[src/rtl/multdiv_issue_controller_pkg.sv]
// Shared constants, state encoding and status codes for the mult/div issue path.
package multdiv_issue_controller_pkg;

  localparam logic [4:0] OPCODE_ALU = 5'b00000;
  localparam logic [4:0] ALUOP_MULT = 5'b00110;
  localparam logic [4:0] ALUOP_DIV  = 5'b00111;

  localparam int unsigned MD_RSTATUS_REG = 30;

  localparam logic [31:0] STATUS_MULT = 32'd1;
  localparam logic [31:0] STATUS_DIV  = 32'd2;

  typedef enum logic [1:0] {
    IDLE = 2'd0,
    BUSY = 2'd1,
    DONE = 2'd2
  } md_state_t;

  function automatic logic [31:0] md_status_code(input logic is_div);
    return is_div ? STATUS_DIV : STATUS_MULT;
  endfunction

endpackage

[src/rtl/multdiv_issue_controller_md_decode.sv]
// Combinational mult/div decode of the D/X instruction; shared with the hazard unit.
module md_decode
  import multdiv_issue_controller_pkg::*;
(
  input  logic [31:0] instruction,
  output logic        is_mult,
  output logic        is_div,
  output logic [4:0]  rd
);

  logic alu_class;
  logic unused_bits;

  // Opcode/aluop match and destination field extraction.
  always_comb begin
    alu_class = (instruction[31:27] == OPCODE_ALU);
    is_mult   = alu_class && (instruction[6:2] == ALUOP_MULT);
    is_div    = alu_class && (instruction[6:2] == ALUOP_DIV);
    rd        = instruction[26:22];
  end

  assign unused_bits = ^{instruction[21:7], instruction[1:0]};

endmodule

[src/rtl/multdiv_issue_controller.sv]
// Issues mult/div start pulses, stalls the front end while the unit is busy,
// and presents a one-cycle result bundle to the X/M latch.
module multdiv_issue_controller
  import multdiv_issue_controller_pkg::*;
#(
  parameter int unsigned TIMEOUT_CYCLES = 40,
  parameter int unsigned CNT_W          = 6,
  parameter int unsigned RSTATUS_REG    = MD_RSTATUS_REG
) (
  input  logic        clock,
  input  logic        reset,
  input  logic [31:0] dx_instruction,
  input  logic        kill,
  input  logic        md_result_rdy,
  input  logic        md_exception,
  input  logic [31:0] md_result,
  output logic        ctrl_mult,
  output logic        ctrl_div,
  output logic        stall,
  output logic        xm_md_valid,
  output logic        xm_md_wren,
  output logic [4:0]  xm_md_rd,
  output logic [31:0] xm_md_result,
  output logic        xm_md_exception
);

  localparam logic [CNT_W-1:0] CNT_LAST = CNT_W'(TIMEOUT_CYCLES - 1);
  localparam logic [4:0]       STATUS_RD = 5'(RSTATUS_REG);

  md_state_t        state;
  logic [CNT_W-1:0] cnt;
  logic             op_div;
  logic [4:0]       op_rd;
  logic [4:0]       res_rd;
  logic [31:0]      res_val;
  logic             res_exc;
  logic             post_reset;

  logic       dec_mult;
  logic       dec_div;
  logic [4:0] dec_rd;
  logic       issue;

  md_decode u_md_decode (
    .instruction (dx_instruction),
    .is_mult     (dec_mult),
    .is_div      (dec_div),
    .rd          (dec_rd)
  );

  // Start condition; post_reset keeps outputs quiet in the cycle after reset.
  always_comb begin
    issue = (state == IDLE) && (dec_mult || dec_div) && !kill && !reset && !post_reset;
  end

  // Start pulses, stall and the gated result bundle.
  always_comb begin
    ctrl_mult       = issue && dec_mult;
    ctrl_div        = issue && dec_div;
    stall           = !reset && (issue || (state == BUSY));
    xm_md_valid     = !reset && (state == DONE);
    xm_md_rd        = xm_md_valid ? res_rd  : '0;
    xm_md_result    = xm_md_valid ? res_val : '0;
    xm_md_exception = xm_md_valid && res_exc;
    xm_md_wren      = xm_md_valid && (res_rd != '0);
  end

  // Issue/busy/done sequencing with timeout counter and result capture.
  always_ff @(posedge clock) begin
    if (reset) begin
      state      <= IDLE;
      cnt        <= '0;
      op_div     <= 1'b0;
      op_rd      <= '0;
      res_rd     <= '0;
      res_val    <= '0;
      res_exc    <= 1'b0;
      post_reset <= 1'b1;
    end else begin
      post_reset <= 1'b0;
      unique case (state)
        IDLE: begin
          if (issue) begin
            op_div <= dec_div;
            op_rd  <= dec_rd;
            cnt    <= '0;
            state  <= BUSY;
          end
        end
        BUSY: begin
          cnt <= cnt + CNT_W'(1);
          if (kill) begin
            state <= IDLE;
          end else if (md_result_rdy || (cnt == CNT_LAST)) begin
            state <= DONE;
            // Unit exception and timeout share the status-register path.
            if (md_result_rdy && !md_exception) begin
              res_rd  <= op_rd;
              res_val <= md_result;
              res_exc <= 1'b0;
            end else begin
              res_rd  <= STATUS_RD;
              res_val <= md_status_code(op_div);
              res_exc <= 1'b1;
            end
          end
        end
        DONE: begin
          state <= IDLE;
        end
        default: begin
          state <= IDLE;
        end
      endcase
    end
  end

endmodule
[config.mk]
export PLATFORM = sky130hd
export DESIGN_NAME = multdiv_issue_controller
export DESIGN_NICKNAME = d
export VERILOG_FILES = /design/src/rtl/multdiv_issue_controller_pkg.sv /design/src/rtl/multdiv_issue_controller_md_decode.sv /design/src/rtl/multdiv_issue_controller.sv
export SDC_FILE = /design/constraint.sdc
export NUM_CORES = 1
export LEC_CHECK = 0
export ABC_CLOCK_PERIOD_IN_PS = 1780
export BUFFER_PORTS_ARGS = -buffer_cell sky130_fd_sc_hd__buf_4
export CAP_MARGIN = 5
export CELL_PAD_IN_SITES_DETAIL_PLACEMENT = 1
export CELL_PAD_IN_SITES_GLOBAL_PLACEMENT = 1
export CORE_ASPECT_RATIO = 1.5
export CORE_MARGIN = 10
export CORE_UTILIZATION = 34
export DETAILED_ROUTE_END_ITERATION = 6
export HOLD_SLACK_MARGIN = 0.06
export PLACE_DENSITY_LB_ADDON = 0.15
export SLEW_MARGIN = 15
export SYNTH_ARGS = -nofsm -noshare
export SYNTH_HDL_FRONTEND = slang
export SYNTH_SLANG_ARGS = --single-unit
[constraint.sdc]
create_clock -name clock -period 1.78 [get_ports clock]
set_input_delay 0.178 -clock clock [delete_from_list [all_inputs] [get_ports clock]]
set_output_delay 0.178 -clock clock [all_outputs]
set_load 0.05 [all_outputs]
## Yosys cells after proc, flatten, opt, wreduce, memory -nomap -nowiden

Index checks and enable logic that the tools add are counted.

| storage, ports and cells | value |
|---|---|
| input port bits | 69 |
| bits in registers | 53 |
| output and inout bits | 43 |

| cells by class | value |
|---|---|
| bitwise gates (word level) | 1 |
| reduce and logical (&&, ||, !) cells | 28 |
| muxes and demuxes | 13 |
| add/sub/neg operators | 1 |
| equality and inequality tests | 7 |

Operators by type and width:

| operator | number |
|---|---|
| $mux W32 | 2 |
| $logic_and A1 B1 Y1 | 13 |
| $pmux W6 S2 | 1 |
| $eq A5 B3 Y1 const B | 2 |
| $mux W5 | 2 |
| $mux W2 | 4 |
| $add A6 B1 Y6 const B | 1 |
| $eq A6 B6 Y1 const B | 1 |
| $mux W6 | 1 |
| $reduce_and A2 Y1 | 3 |
| $logic_not A5 Y1 | 1 |
| $reduce_bool A5 Y1 | 1 |
| $logic_not A1 Y1 | 4 |
| $pmux W2 S2 | 1 |
| $logic_or A1 B1 Y1 | 3 |
| $ne A3 B2 Y1 const B | 1 |
| $reduce_and A3 Y1 | 1 |
| $eq A2 B1 Y1 const B | 1 |
| $eq A2 B2 Y1 const B | 1 |
| $logic_not A2 Y1 | 1 |
| $mux W1 | 2 |
| $ne A2 B2 Y1 const B | 1 |
| $reduce_bool A2 Y1 | 1 |
| $not A1 Y1 | 1 |

## Depth between registers and ports, before layout

Gate-level depths: netlist of the first run.

| logic depth | value |
|---|---|
| depth after elaboration | 9 |
| mapped depth | 5 |

## Modules after synthesis

From an unflattened synthesis of the first run, not the netlist that was laid out.

| unflattened totals | value |
|---|---|
| cell total of the unflattened synthesis | 234 |
| area total of the unflattened synthesis | 2308.5 µm² |

By module, submodules not included:

| module | area an instance (µm²) | cells an instance | times used | seq. area each (µm²) |
|---|---|---|---|---|
| multdiv_issue_controller | 2235.9 | 224 | 1 | 1061.0 |
| md_decode | 72.6 | 10 | 1 | 0.0 |

## Least setup slack after synthesis of the first run

Ideal clock, no wire load.

| path | value |
|---|---|
| path kind | register to output |
| start | reg state[1] |
| end | out stall |
| cell stages (with the launch flop) | 5 |
| path slack | -0.149 ns |
| arrival time | 1.751 ns |
| cells stage by stage | dfxtp_1 -> buf_6 -> nor4b_1 -> nand4_1 -> a21oi_1 |

| on the way | value |
|---|---|
| word-level cells in the longest chain between the ends | 7 |
| elaborated cells between the ends (all ways) | 8 |
| those cells by class | eq/ne: 1; reduce/logical: 7 |

Ends and longest elaborated chain:

| element | line | text |
|---|---|---|
| start: declaration | multdiv_issue_controller.sv:30 | `md_state_t state;` |
| start signal: assignment | multdiv_issue_controller.sv:71 | `state <= IDLE;` |
| start signal: assignment | multdiv_issue_controller.sv:87 | `state <= BUSY;` |
| start signal: assignment | multdiv_issue_controller.sv:93 | `state <= IDLE;` |
| $logic_not A2 Y1 | multdiv_issue_controller.sv:53 | `issue = (state == IDLE) && (dec_mult \|\| dec_div) && !kill && !reset && !post_reset;` |
| $logic_and A1 B1 Y1 (4 in series) | multdiv_issue_controller.sv:53 |  |
| $logic_or A1 B1 Y1 * | multdiv_issue_controller.sv:60 | `stall = !reset && (issue \|\| (state == BUSY));` |
| $logic_and A1 B1 Y1 * | multdiv_issue_controller.sv:60 |  |
| end: declaration | multdiv_issue_controller.sv:19 | `output logic stall,` |

Mark *: on every way between the ends. The rest lies on a longest branch, timed or not.

## Final worst setup path of the first run

| path | value |
|---|---|
| start | reg res_rd[0] |
| end | out xm_md_wren |

| on the way | value |
|---|---|
| word-level cells in the longest chain between the ends | 2 |

Ends and longest elaborated chain:

| element | line | text |
|---|---|---|
| start: declaration | multdiv_issue_controller.sv:34 | `logic [4:0] res_rd;` |
| start signal: assignment | multdiv_issue_controller.sv:98 | `res_rd <= op_rd;` |
| $reduce_bool A5 Y1 | multdiv_issue_controller.sv:65 | `xm_md_wren = xm_md_valid && (res_rd != '0);` |
| $logic_and A1 B1 Y1 | multdiv_issue_controller.sv:65 |  |
| end: declaration | multdiv_issue_controller.sv:21 | `output logic xm_md_wren,` |

No other way between the ends.

==> results.toml, run 1 <==
[outcome]
status = "finished, final reports clean"

[yosys]
avgSynthCellArea_um2 = 10.24
synth-compound-area-share_pct = 21.12
synth_xor_area_share_pct = 0
async_flop_share_pct = 0
muxShareOfSynthArea_pct = 3.040
synth_edf_count = 0
synth_top_family_by_area = "simple AND/OR/NAND/NOR gates"
synthDistinctLibCells = 45
yosysTopAreaCellShare_pct = 45.23
synth.area.top_cells = "dfxtp_1, a22o_2, and3_1, mux2i_1, buf_6"
yosysWarnings = 0
synth_fa_ha_area_share_pct = 0.5333
syn_nets = 299
ys_top_cells_by_count = "dfxtp_1, and3_1, a22o_2, nand2_1, clkbuf_1"
syn_area_um2 = 2346
synth.most_common_cell = "dfxtp_1"
seq_area_frac_synth_pct = 45.23
synth-seq-cells = 53
synthCells = 229
ys.flop_type = "dfxtp_1"
synthSimpleGateAreaFrac_pct = 24.53
yosysTopAreaCell = "dfxtp_1"

[setup_path]
worstReg2RegEnd = "res_val[27]$_SDFFE_PP0P_"
arrival_ns = 1.53
path_cells = "or4_1, o21a_2, buf_6"
required_ns = 1.60
cp_max_fo = 3
rr_worst_depth = 5
start_kind = "flip-flop"
cp-startpoint = "res_rd[0]$_SDFFE_PP0P_"
cp_slowest_stage_delay_ns = 0.53
worst-setup-path-type = "reg2out"
r2r-start = "state[1]$_SDFFE_PP0P_"
regToRegSetupSlack_ns = 0.18
cp-end-kind = "output pin"
crit_slowest_cell = "or4_1"

[cts]
clk_pin_slew_worst_paths_ns = 0.10
clock-sinks = 53
cts.path.max_buffers = 2
clock_latency_ns = 0.30
htree_levels = 2
cts_hold_buf = 0
cts-buffers-inserted = 5
cts_root_buf = "clkbuf_8"
cts_tree = "done"

[global_routing]
grtUsageTotal_pct = 13.79
grt_max_degree = 31
overflow = 0
grt_pass1_vias = 2272
grt_pass1_wl_mm = 11.90
antenna_found_initial = 0

[final_layout]
final_cells = 402
drive_gt1_share_pct = 50.00
nNetsFinal = 393
syn_to_final_growth_pct = 41.97
antennaDiodeCount = 0

[floorplan]
core_um2 = 6805
die_width_um = 87.83
fp-row-count = 37
die-area_um2 = 10690
die_h_um = 121.7
start_util_pct = 34.47
io_pins = 112

[placed_design]
hpwlAfterDp_mm = 5.603
dp.cells = 393
globalplace.congestion = 0.7288
io_buffers = 94

[detailed_routing]
wl_per_cell_um = 18.51
first_pass_iters = 4
drt_iter0_drc = 94
num_vias = 2160
viasPerCell = 5.373
drc = 0
top_layer = "met4"
routed_wl_mm = 7.443
ant_nets = 0
dr_wl_met2_mm = 3.982
wl_met1_mm = 2.986
wl_met3_um = 423

[min_path]
hold_depth = 2
hold_start = "md_result[15]"
hold_path.class = "in2reg"
worstHoldEndpoint = "res_val[15]$_SDFFE_PP0P_"

[sta]
clock_skew_ns = 0.006771
slew_viol_final = 0
worstMarginPinSlew_ns = 0.3870
setup_violations = 0
rsz0062_at_grt = "true"
max_freq_mhz = 587.0
min_period_ns = 1.704
hold_viol_final = 0
slew_headroom_pct = 74.09
period_share_pct = 95.71

[pwr]
vdd_drop_max_uv = 313.4
power.net_switching_mw = 0.4671
p_per_area_nw_per_um2 = 609.2
power.share.combinational_pct = 8.3
finalPower_mw = 2.029
internal_power_mw = 1.562
p_leak_nw = 1.585
seqPwrFrac_pct = 58.4
pwr-share-clk_pct = 33.3
switching_share_pct = 23.02

[flow_run]
drv_cap = 0
[layout by cell type (no fill, tap or decap), drive strengths merged, types with 2 or more instances in the layout]
master  synthesis  routed
nor2            3       3
nor2b           5       5
a22o           30      30
dfxtp          53      53
or4             3       3
clkbuf         10       7
a211oi          4       4
inv             2       2
nand2b          4       4
o221a           4       4
and3           39      39
o21ai           2       2
nor4b           4       4
and2            3       3
nand4           4       4
o211ai          3       3
mux2i           6       6
nand3           7       7
buf            11     108
nand2          11      11
o32ai           2       2
[state kept, by name, indices dropped and copies added, names as in the netlist]
register    cells
op_rd           5
op_div          1
post_reset      1
state           2
cnt             6
res_exc         1
res_val        32
res_rd          5
[metal layers]
metal	global-route usage, %	vias up
li1	-	1058
met1	14.99	1048
met2	25.00	50
met3	3.607	4
met4	4.300	0
met5	0	-
[kinds of logic (layout without fill, tap and decap cells)]
family	after synthesis	in the layout
AO/OA/AOI/OAI	54	54
multiplexers	7	7
adder cells (fa/ha/maj)	1	1
flip-flops	53	53
AND/OR/NAND/NOR	90	90
buffers and inverters	24	119
[how the worst max path moves through the flow]
stage,to,depth (start not counted)
final,xm_md_wren,3
after global routing,stall,4
after CTS,stall,4
after detailed placement,op_div$_SDFFE_PP0P_,4
after global placement,res_val[22]$_SDFFE_PP0P_,5
after floorplan,stall,4
[worst max-delay path, delay by kind of cell (launching register included)]
family / cells / cell delay (ns)
AO/OA/AOI/OAI: 1 / 0.21
flip-flops: 1 / 0.34
buffers and inverters: 1 / 0.15
AND/OR/NAND/NOR: 1 / 0.53
[through the flow]
step	hold slack (ns)	TNS (ns)	utilization [%]	cell area [µm²]	setup slack, ns
global route	0.07213	-0.02209	48.94	3331	-0.02209
finish	0.08759	0	48.94	3331	0.07640
CTS	0.07916	0	48.58	3306	0.008967
floorplan	0.2057	0	-	2356	0.07444
global placement	0.3996	0	46.88	3191	0.2116
detailed placement	0.4036	0	46.88	3191	0.1599
[final cells by class]
type | count | area (µm²)
Fill cell | 794 | 3475
Tap cell | 78 | 97.59
Timing Repair Buffer | 108 | 855.8
Inverter | 3 | 11.26
Multi-Input combinational cell | 152 | 1215
Sequential cell | 53 | 1067
Clock buffer | 7 | 76.32
Clock inverter | 1 | 7.507
[power by group through the flow]
stage          clock, mW  combinational, mW  sequential (mW)
5_1_grt            0.743              0.182             1.19
6_report           0.676              0.168             1.19
2_1_floorplan          0             0.0420             1.21
3_3_place_gp           0              0.160             1.21
4_1_cts            0.707              0.167             1.19
3_5_place_dp           0              0.162             1.21
[what timing repair did]
action	CTS	global route
pin swaps	3	3
setup buffers	0	1
resized for setup	6	5
setup endpoints to repair	9	3
Note: power is estimated with default switching activity, not from simulation.
==> run 2: changes to the inputs <==
- CELL_PAD_IN_SITES_DETAIL_PLACEMENT: 1 -> unset
- CELL_PAD_IN_SITES_GLOBAL_PLACEMENT: 1 -> unset
- CORE_UTILIZATION: 34 -> 46
==> run 2 against run 1 <==
Net effect:
- die area shrank 21%
- cell area is 0.45% lower
- first-iteration DRC count is 27% higher
- largest power group unchanged
==> results.toml, run 2 (same netlist as run 1, synthesis figures left out) <==
[final_layout]
antennaDiodeCount = 0
final_common_cell = "buf_4"
reg_top3 = "res_val: 32 flops, cnt: 6 flops"
final_cell_mix = "buf_4, dfxtp_1, and3_1"
largest_register_ffs = 32
drive_gt1_share_pct = 49.84
fill_cells = 434
top_register = "res_val"
multiInputGateArea_um2 = 1209
syn_to_final_growth_pct = 41.33
nNetsFinal = 390
regArea_um2 = 1064
final_cells = 387

[pwr]
finalPower_mw = 2.177
vdd_drop_max_uv = 543.4
p_per_area_nw_per_um2 = 656.7
p_leak_nw = 1.583

[global_routing]
grt_max_degree = 32
overflow = 0
grt_pass1_wl_mm = 10.40
antenna_found_initial = 0
grtUsageTotal_pct = 14.85
grt_pass1_vias = 2124

[sta]
min_period_ns = 1.727
max_freq_mhz = 579.2
hold_viol_final = 0
finalWorstSetupSlack_ns = 0.05345
setup_violations = 0
clock_skew_ns = 0.005684
slew_viol_final = 0
period_share_pct = 97.00
worstMarginPinSlew_ns = 0.3526
slew_headroom_pct = 76.39

[setup_path]
cp_max_fo = 3
r2r-start = "cnt[0]$_SDFFE_PP0P_"
path_cells = "or4_1, o21a_2, buf_4"
arrival_ns = 1.55
start_kind = "flip-flop"
worst-setup-path-type = "reg2out"
crit_slowest_cell = "or4_1"
regToRegSetupSlack_ns = 0.21
cp_slowest_stage_delay_ns = 0.52
rr_worst_depth = 5
required_ns = 1.60
cp-end-kind = "output pin"
worstReg2RegEnd = "res_val[2]$_SDFFE_PP0P_"

[floorplan]
die_width_um = 78.31
fp-row-count = 31
start_util_pct = 48.00
io_pins = 112
die-area_um2 = 8416
core_um2 = 4887
die_h_um = 107.5

[cts]
htree_levels = 2
clock_latency_ns = 0.30
cts-buffers-inserted = 5
clk_pin_slew_worst_paths_ns = 0.09
cts.path.max_buffers = 2
cts_tree = "done"
cts_hold_buf = 0
clock-sinks = 53
cts_root_buf = "clkbuf_8"

[detailed_routing]
first_pass_iters = 4
ant_nets = 0
drt_iter0_drc = 119
num_vias = 2106
drc = 0
viasPerCell = 5.442
wl_per_cell_um = 16.82
routed_wl_mm = 6.511

[placed_design]
io_buffers = 94
globalplace.congestion = 0.8159
hpwlAfterDp_mm = 4.899
dp_slack_ns = 0.2269
dp.cells = 378

[min_path]
worstHoldEndpoint = "state[0]$_SDFFE_PP0P_"
hold_start = "md_result_rdy"
hold_depth = 2
hold_path.class = "in2reg"

[outcome]
status = "finished, final reports clean"

[flow_run]
drv_cap = 0
[run 2: cell types whose count changed in the layout (fill, tap and decap cells not counted)]
cell,before,now
buf_4,103,100
bufinv_16,0,1
clkbuf_1,2,1
clkbuf_8,5,6
clkinvlp_4,1,0
dfxtp_1,50,51
dfxtp_4,1,0
nand2b_1,4,3
nand2b_2,0,1
nor4b_2,0,1
nor4b_4,3,2
[run 2: worst max path at each step]
stage                                      start                        to  cells after the start
after floorplan            state[1]$_SDFFE_PP0P_                     stall                      4
after detailed placement     cnt[0]$_SDFFE_PP0P_  res_val[29]$_SDFFE_PP0P_                      5
after CTS                  state[1]$_SDFFE_PP0P_                xm_md_wren                      5
after global placement       cnt[0]$_SDFFE_PP0P_  res_val[30]$_SDFFE_PP0P_                      5
final                     res_rd[0]$_SDFFE_PP0P_                xm_md_wren                      3
after global routing          post_reset$_DFF_P_                     stall                      4
[run 2: power breakdown]
part           internal, mW  total (mW)  switching [mW]
Combinational        0.0912       0.157          0.0655
Clock                 0.459       0.834           0.376
Sequential             1.19        1.19        0.000548
Total                  1.74        2.18           0.442
[run 2: layout make-up]
type                            count  area share (%)
Clock buffer                        7           2.604
Clock inverter                      1          0.9057
Inverter                            3          0.3396
Multi-Input combinational cell    152           36.45
Sequential cell                    53           32.08
Tap cell                           66           2.491
Timing Repair Buffer              105           25.13
[run 2: what timing repair did]
item,CTS,global route
setup endpoints to repair,3,30
pin swaps,1,3
resized for setup,2,10
cloned,0,0
endpoints found under the hold margin,0,0
buffers inserted,1,0
[run 2: layer usage]
| layer | track usage, % | part of all wire, % | up-vias | wire length, µm |
|---|---|---|---|---|
| li1 | - | - | 1053 | - |
| met1 | 16.21 | 41 | 988 | 2654 |
| met2 | 26.77 | 52 | 58 | 3392 |
| met3 | 4.682 | 5.7 | 7 | 372 |
| met4 | 3.985 | 1.4 | 0 | 92 |
| met5 | 0 | 0 | - | 0 |
[run 2: per-stage QoR]
stage	util [%]	cell area (µm²)	setup TNS [ns]	hold slack, ns
after global placement	64.26	3141	0	0.3991
after detailed placement	64.26	3141	0	0.4015
final	67.84	3316	0	0.08609
after CTS	67.00	3274	0	0.08357
after global routing	67.84	3316	-0.01183	0.07013
after floorplan	-	2356	0	0.2057
[run 2: worst max-delay path: cells and delay by family, from the launching register on]
family	cells	cell delay (ns)
AO/OA/AOI/OAI	1	0.21
AND/OR/NAND/NOR	1	0.52
flip-flops	1	0.33
buffers and inverters	1	0.18
==> run 3: changes to the inputs <==
- ABC_CLOCK_PERIOD_IN_PS: 1780 -> 1840
- clock period: 1.78 -> 1.84 ns (I/O delays scaled with it)
==> run 3 against run 2 <==
Net effect:
- clock skew fell by 0.0013 ns
- global-route usage rose by 0.39 points
- total power fell by 11%
- largest power group unchanged
- combinational power fell by 4%
- cell area fell by 1.5%
- register-to-register slack barely moved
- sequential share of layout area rose by 0.54 points
- worst setup slack got worse by 0.011 ns
- sequential cell count did not move
==> results.toml, run 3 (same netlist as run 1, synthesis figures left out) <==
[outcome]
status = "finished, final reports clean"

[detailed_routing]
routed_wl_mm = 6.616
drc = 0
viasPerCell = 5.402
first_pass_iters = 4
num_vias = 2096
ant_nets = 0
wl_per_cell_um = 17.05
drt_iter0_drc = 113

[floorplan]
die_h_um = 107.5
core_um2 = 4887
fp-row-count = 31
start_util_pct = 48.00
die_width_um = 78.31
io_pins = 112
die-area_um2 = 8416

[placed_design]
place_area_um2 = 3136
hpwlAfterDp_mm = 4.890
globalplace.congestion = 0.7710
io_buffers = 94
dp_slack_ns = 0.1565

[final_layout]
final_common_cell = "buf_4"
top_register = "res_val"
antennaDiodeCount = 0
largest_register_ffs = 32
reg_top3 = "res_val: 32 flops, cnt: 6 flops"
final_cell_mix = "buf_4, dfxtp_1, and3_1"
fin_area_um2 = 3264
syn_to_final_growth_pct = 39.15
drive_gt1_share_pct = 47.83
nNetsFinal = 391

[setup_path]
crit_family = "simple AND/OR/NAND/NOR gates"
cp.depth = 4
cp-startpoint = "state[1]$_SDFFE_PP0P_"
crit_buf_inv = 1
crit_slowest_cell = "dfxtp_4"
regToRegSetupSlack_ns = 0.22
r2r-start = "state[1]$_SDFFE_PP0P_"
crit_end = "ctrl_div"
start_kind = "flip-flop"
path_cells = "nor4b_4, and4_1, and2_1, buf_4"
worst-setup-path-type = "reg2out"
required_ns = 1.66
rr_worst_depth = 5
cp_slowest_stage_delay_ns = 0.40
arrival_ns = 1.61
cp-end-kind = "output pin"
cp_max_fo = 11
worstReg2RegEnd = "op_div$_SDFFE_PP0P_"

[cts]
clock-sinks = 53
clk_pin_slew_worst_paths_ns = 0.09
clock_latency_ns = 0.30
htree_levels = 2
cts.path.max_buffers = 2
cts_hold_buf = 0
cts-buffers-inserted = 5
cts_tree = "done"
cts_root_buf = "clkbuf_8"

[pwr]
p_leak_nw = 1.559
p_per_area_nw_per_um2 = 591.0
vdd_drop_max_uv = 474.3

[sta]
setup_tns_ns = 0
clock_skew_ns = 0.004402
slew_viol_final = 0
worstMarginPinSlew_ns = 0.3772
period_share_pct = 97.68
slew_headroom_pct = 74.75
max_freq_mhz = 556.4
min_period_ns = 1.797
finalWorstSetupSlack_ns = 0.04268
setup_violations = 0
hold_viol_final = 0

[global_routing]
grt_max_degree = 34
grt_pass1_wl_mm = 10.66
grtUsageTotal_pct = 15.24
overflow = 0
grt_pass1_vias = 2119
antenna_found_initial = 0

[min_path]
hold_start = "md_result_rdy"
hold_path.class = "in2reg"
hold_depth = 2

[flow_run]
drv_cap = 0
==> run 3: timing repair <==
action / 4_1_cts / 5_1_grt
hold endpoints to repair: 0 / 0
endpoints found under the setup margin: 4 / 4
resized for setup: 2 / 5
pin swaps: 1 / 3
gates cloned: 0 / 0
setup buffers: 1 / 1
==> run 3: where the power goes <==
group          leakage [nW]  internal, mW  switching [mW]
clock                0.0385         0.270           0.363
combinational          1.09        0.0875          0.0624
sequential            0.428          1.15        0.000561
==> run 3: worst min path at each step <==
| stage | to | slack, ns |
|---|---|---|
| after floorplan | post_reset$_DFF_P_ | 0.21 |
| after global placement | res_val[24]$_SDFFE_PP0P_ | 0.41 |
| after detailed placement | res_val[9]$_SDFFE_PP0P_ | 0.41 |
| after CTS | state[0]$_SDFFE_PP0P_ | 0.09 |
| after global routing | res_val[6]$_SDFFE_PP0P_ | 0.08 |
| final | state[0]$_SDFFE_PP0P_ | 0.09 |
==> run 3: layer usage <==
layer / vias to the layer above / global-route usage, % / part of all wire (%)
li1: 1060 / - / -
met1: 973 / 17.44 / 41
met2: 55 / 26.83 / 52
met3: 8 / 4.766 / 5.4
met4: 0 / 3.470 / 1.3
met5: - / 0 / 0
==> run 3: area by class of cell <==
| cell class | instances | area (µm²) |
|---|---|---|
| flip-flops and latches | 53 | 1065 |
| multi-input cells | 152 | 1190 |
| repair buffers | 106 | 832.0 |
| well taps | 66 | 82.58 |
| inverters | 3 | 11.26 |
| clock buffers | 7 | 76.32 |
| clock inverters | 1 | 7.507 |
| fillers | 449 | 1623 |
==> run 3: metrics by stage <==
step | hold slack, ns | util, % | power, mW | std cells
after floorplan | 0.2117 | - | 1.215 | 229
after global placement | 0.4052 | 64.16 | 1.318 | 378
after detailed placement | 0.4073 | 64.16 | 1.319 | 378
after CTS | 0.08902 | 66.18 | 1.942 | 387
after global routing | 0.07797 | 66.79 | 2.011 | 388
final | 0.09314 | 66.79 | 1.929 | 388
